`config.mk`:
```
export PLATFORM = sky130hd
export DESIGN_NAME = uart_word_rx
export DESIGN_NICKNAME = d
export VERILOG_FILES = /design/src/rtl/uart_pkg.sv /design/src/rtl/uart_tick_gen.sv /design/src/rtl/uart_word_rx.sv
export SDC_FILE = /design/constraint.sdc
export NUM_CORES = 1
export LEC_CHECK = 0
export ABC_AREA = 1
export CORE_ASPECT_RATIO = 1.5
export CORE_MARGIN = 2
export CORE_UTILIZATION = 54
export CTS_BUF_LIST = sky130_fd_sc_hd__clkbuf_4 sky130_fd_sc_hd__clkbuf_8
export DETAILED_ROUTE_END_ITERATION = 10
export DONT_BUFFER_PORTS = 1
export PLACE_DENSITY = 0.69
export SYNTH_ARGS = -nofsm -noshare
export SYNTH_HDL_FRONTEND = slang
export SYNTH_SLANG_ARGS = --single-unit
```
`constraint.sdc`:
```
create_clock -name Clock -period 5 [get_ports Clock]
set_input_delay 0.25 -clock Clock [delete_from_list [all_inputs] [get_ports Clock]]
set_output_delay 0.25 -clock Clock [all_outputs]
set_load 0.005 [all_outputs]
```
`src/rtl/uart_pkg.sv`:
```
// uart_pkg: shared UART receiver/transmitter types and constants
package uart_pkg;
  localparam int OVERSAMPLE = 16;
  localparam int DEFAULT_TICK_DIV = 27;
  typedef enum logic [1:0] {IDLE, START, DATA, STOP} rx_state_t;
endpackage

```
`src/rtl/uart_tick_gen.sv`:
```
// uart_tick_gen: free-running oversample tick, one pulse every TICK_DIV clocks
module uart_tick_gen
  import uart_pkg::*;
#(
  parameter int TICK_DIV = DEFAULT_TICK_DIV
) (
  input  logic Clock,
  input  logic Reset_n,
  output logic Tick
);
  localparam int W = $clog2(TICK_DIV + 1);
  logic [W-1:0] divCnt;
  assign Tick = divCnt == W'(TICK_DIV - 1);
  always_ff @(posedge Clock or negedge Reset_n)
    if (!Reset_n) divCnt <= '0;
    else divCnt <= Tick ? '0 : divCnt + 1'b1;
endmodule

```
`src/rtl/uart_word_rx.sv`:
```
// uart_word_rx: 8N1 UART receiver pairing bytes (low first) into 16-bit words
module uart_word_rx
  import uart_pkg::*;
#(
  parameter int TICK_DIV = DEFAULT_TICK_DIV,
  parameter int GAP_BITS = 32
) (
  input  logic        Clock,
  input  logic        Reset_n,
  input  logic        Rx,
  input  logic        Ack,
  output logic        Valid,
  output logic [15:0] DataOut,
  output logic        FrameError,
  output logic        Overrun
);
  localparam int GAP_TICKS = GAP_BITS * OVERSAMPLE;
  localparam int GW = $clog2(GAP_TICKS + 1);
  rx_state_t state, stateNext;
  logic rxMeta, rxSync, armed, pending, tick;
  logic [1:0] syncFill;
  logic [3:0] tickCnt;
  logic [2:0] bitCnt;
  logic [7:0] shiftReg, lowByte;
  logic [GW-1:0] gapCnt;
  logic startDet, sampleNow, stopOk, stopBad, wordDone, gapExpired;
  uart_tick_gen #(.TICK_DIV(TICK_DIV)) tickGen (.Clock(Clock), .Reset_n(Reset_n), .Tick(tick));
  always_comb begin
    startDet = state == IDLE && armed && !rxSync;
    sampleNow = tick && tickCnt == ((state == START) ? 4'd7 : 4'd15);
    stopOk = state == STOP && sampleNow && rxSync;
    stopBad = state == STOP && sampleNow && !rxSync;
    wordDone = stopOk && pending;
    gapExpired = pending && state == IDLE && !startDet && tick && gapCnt == GW'(GAP_TICKS - 1);
    stateNext = state;
    unique case (state)
      IDLE:  stateNext = startDet ? START : IDLE;
      START: stateNext = sampleNow ? (rxSync ? IDLE : DATA) : START;
      DATA:  stateNext = (sampleNow && bitCnt == 3'd7) ? STOP : DATA;
      STOP:  stateNext = sampleNow ? IDLE : STOP;
    endcase
  end
  always_ff @(posedge Clock or negedge Reset_n)
    if (!Reset_n) state <= IDLE;
    else state <= stateNext;
  // armed only once a genuine high has passed the synchronizer, so a line held low
  // across reset or a bad stop bit is never mistaken for a start bit
  always_ff @(posedge Clock or negedge Reset_n)
    if (!Reset_n) begin
      rxMeta <= 1'b1;
      rxSync <= 1'b1;
      syncFill <= '0;
      armed <= 1'b0;
      tickCnt <= '0;
      bitCnt <= '0;
      shiftReg <= '0;
      lowByte <= '0;
      pending <= 1'b0;
      gapCnt <= '0;
    end else begin
      rxMeta <= Rx;
      rxSync <= rxMeta;
      syncFill <= {syncFill[0], 1'b1};
      armed <= (state == IDLE) && (armed || (rxSync && syncFill[1]));
      tickCnt <= (startDet || sampleNow) ? '0 : tick ? tickCnt + 4'd1 : tickCnt;
      bitCnt <= (state != DATA) ? '0 : sampleNow ? bitCnt + 3'd1 : bitCnt;
      if (state == DATA && sampleNow) shiftReg <= {rxSync, shiftReg[7:1]};
      if (stopOk && !pending) lowByte <= shiftReg;
      pending <= (stopBad || gapExpired) ? 1'b0 : stopOk ? !pending : pending;
      gapCnt <= (state == IDLE && pending && !gapExpired) ? (tick ? gapCnt + 1'b1 : gapCnt) : '0;
    end
  always_ff @(posedge Clock or negedge Reset_n)
    if (!Reset_n) begin
      Valid <= 1'b0;
      DataOut <= '0;
      FrameError <= 1'b0;
      Overrun <= 1'b0;
    end else begin
      FrameError <= stopBad;
      Overrun <= wordDone && Valid && !Ack;
      if (wordDone && (!Valid || Ack)) begin
        DataOut <= {shiftReg, lowByte};
        Valid <= 1'b1;
      end else if (Ack) Valid <= 1'b0;
    end
endmodule

```
==> metrics.md <==
| Metric | Value |
|---|---|
| Outcome | `complete, no violations` |
| Starting DRT DRC Count | `146` |
| Largest net degree at the start of global routing | `66` |
| Pwr dens | `310 mW/mm2` |
| Synth unique cells | `32` |
| Final GP Congestion | `~0.8` |
| Critical-path cell list | `inv_1 -> ha_1 -> inv_1 -> nor2_2 -> nand2_2 -> nor2_4 -> nand2_1 -> nor2_1 -> o21ai_0` |
| Antenna viol nets, final | `0` |
| Mapped Area | `0.00292 mm2` |
| NumNets Final | `335` |
| Tightest Hold Check Type | `reg -> reg` |
| Clock power share | `between 30% and 40%` |
| Fin Setup TNS | `0 ps` |
| Final setup fails | `0` |
| ANT cells | `0` |
| Die Span Y | `94.1 um` |
| Net Sw Frac | `23.9%` |
| Post-route minimum period | `2300 ps` |
| Fraction of layout cells with a size suffix above 1 | `14.2%` |
| Drt first pass iters | `4` |
| H-Tree Depth | `3` |
| Crit path max fanout | `20` |
| Post-synth top area share | `a little over half` |
| Post-cts sizing count | `0` |
| Layout Skew | `roughly 7.1 ps` |
| Startpoint Class | `flip-flop` |
| Pleak | `1.50 nW` |
| Die Area | `0.00602 mm2` |
| Critical Path RT | `between 5000 and 6000 ps` |
| Yosys top cell by area | `dfrtp_1` |
| Stages on the worst setup path | `9` |
| Number of enable flip-flop cells after synthesis | `0` |
| Die W | `64.0 um` |
| Core Area | `0.00516 mm2` |
| Power Total | `a little under 1 mW` |
| RSZ-0062 raised after global routing | `false` |
| Top-count cell post-synth | `nand2_1` |
| VDD IR max | `199 uV` |
| Cell Int Power | `~0.75 mW` |
| DR WL/cell | `12.9 um` |
| Hpwl dp | `about 3600 um` |
| Clock sinks | `65` |
| Max Freq | `0.434 GHz` |
| Clk_lat worst skew | `340 ps` |
| Most used flip-flop cell after synthesis | `dfrtp_1` |
| Relative slew margins | `35.2%` |
| Hold Vio Cnt, Final | `0` |
| GRT Overall Usage | `around a fifth` |
| Comb pwr share | `4.7%` |
| Yosys Warn Count | `0` |
| Top cells by count, synth | `85 x nand2_1, 63 x dfrtp_1, 34 x inv_1, 28 x nand3_1, 26 x nor2_1` |
| Via density per instance | `roughly 5` |
| Input/output buffers | `0` |
| Sequential power share | `55.8%` |
| Syn Nets | `328` |
| Critical Path End Type | `flip-flop` |
| Syn Area/Cell | `9.18 um2` |
| CTS tree | `yes` |
| Clock buffer depth | `2` |
| Kind of critical path | `reg -> reg` |
| Post-synth ARST share | `100%` |
| Num ports | `23` |
| Slew Viols, Final | `0` |
| Max Cap Viol | `0` |
| Final wirelength | `5150 um` |
| Slew at the pin closest to its max-slew limit | `just under 1000 ps` |
| Initial core utilization | `56.5%` |
| Drt drc | `0` |
| Root buf cell | `clkbuf_8` |
| Via Count | `approximately 2,000` |
| Synth top area cells | `dfrtp_1 54%, nand2_1 11%, nand3_1 4.8%` |
| Sw power | `0.234 mW` |
| Crit path max-delay family | `simple AND/OR/NAND/NOR gates` |
| Worst Hold Depth | `0` |
| Critical path's slowest cell | `nor2_1` |
| Clk slew on worst S/H paths | `70 ps` |
| Sequential area share after synthesis | `between 50 and 60%` |
| CP arrival | `approximately 2500 ps` |
| CTS buffer count | `9` |
| Worst reg2reg setup slack | `2700 ps` |
| Row cnt | `32` |
| Flops & latches, synth | `65` |
| Tcrit/Tclk final | `46.1%` |
| Worst path max stage delay | `750 ps` |
| Number of global-route vias before repair | `roughly 2,000` |
| Area Growth Syn to Fin | `8.57%` |
| Post-Synthesis Cells | `roughly 320` |
| CP Buf/Inv Count | `2` |
| Total grt overflow | `0` |
| First-pass GRT wire length | `8950 um` |
| Most frequent CP cell | `inv_1` |
| Worst Reg-to-Reg Cells | `9` |
| Initial antenna violation count | `0` |
[path summary, 6_finish.rpt]
check / start / endpoint
setup reg to reg: tickGen.divCnt[0] / shiftReg[5]
min in group asynchronous: Reset_n / DataOut[3]
hold / removal: syncFill[0] / syncFill[1]
hold reg to reg: syncFill[0] / syncFill[1]
max in group asynchronous: Reset_n / rxMeta
setup / recovery: tickGen.divCnt[0] / shiftReg[5]
[flip-flops by register name, indices dropped and copies added, names as in the netlist]
| register | flops |
|---|---|
| DataOut | 16 |
| FrameError | 1 |
| Overrun | 1 |
| Valid | 1 |
| armed | 1 |
| bitCnt | 3 |
| gapCnt | 10 |
| lowByte | 8 |
| pending | 1 |
| rxMeta | 1 |
| rxSync | 1 |
| shiftReg | 8 |
| state | 2 |
| syncFill | 2 |
| tickCnt | 4 |
| tickGen.divCnt | 5 |
[power by group through the flow]
stage               sequential, mW  clock, mW  combinational, mW
CTS                          0.548      0.400             0.0472
global placement             0.558          0             0.0315
floorplan                    0.555          0             0.0267
detailed placement           0.558          0             0.0331
finish                       0.548      0.388             0.0459
global route                 0.550      0.426             0.0548
[layer usage]
metal	part of all wire (%)	vias to the layer above	track usage (%)
met4	3.3	0	11.2
met1	40	968	21.3
li1	-	1018	-
met5	0	-	0
met2	53	34	34.5
met3	3.6	12	6.00
[cells in the final DEF (no fill, tap or decap), drive strengths merged, types with 2 or more instances in the layout]
cell / count
xor2: 2
clkbuf: 11
a21oi: 8
clkinv: 4
o21bai: 2
dfstp: 2
dfrtp: 63
nand2: 90
inv: 37
o21ai: 26
nand3: 31
nor2: 33
dlygate4sd3: 2
ha: 6
nor3: 4
nor3b: 2
[cell families (layout without fill, tap and decap cells)]
| logic type | count (synthesis) | count (layout) | synth area share (%) |
|---|---|---|---|
| AND/OR/NAND/NOR | 162 | 162 | 25.6 |
| flip-flops | 65 | 65 | 55.8 |
| buffers and inverters | 44 | 56 | 6.94 |
| AO/OA/AOI/OAI | 38 | 38 | 8.40 |
| adder cells (fa/ha/maj) | 6 | 6 | 2.57 |
| XOR/XNOR | 2 | 2 | 0.600 |
| other | 1 | 1 | 0.128 |
[stage by stage]
step | setup WS [ps] | hold WS [ps] | cells | utilization [%] | cell area (um2)
finish | 2700 | 349 | 398 | 61.4 | 3170
global placement | 2750 | -44.0 | 379 | 57.0 | 2950
detailed placement | 2680 | -44.3 | 379 | 57.0 | 2950
CTS | 2660 | 342 | 398 | 61.4 | 3170
global route | 2360 | 353 | 398 | 61.4 | 3170
floorplan | 3430 | -45.6 | 318 | - | 2920
[cell type report]
| type | instances | area (um2) |
|---|---|---|
| Clock buffer | 11 | 145 |
| Clock inverter | 5 | 31.3 |
| Fill cell | 449 | 1990 |
| Inverter | 37 | 144 |
| Multi-Input combinational cell | 209 | 1090 |
| Sequential cell | 65 | 1630 |
| Tap cell | 68 | 85.1 |
| Timing Repair Buffer | 3 | 47.5 |
[what timing repair did]
item                      in CTS  in global routing
buffers inserted               0                  0
hold buffers                   3                  0
hold endpoints to repair      66                  0
(Power assumes the default switching activity.)
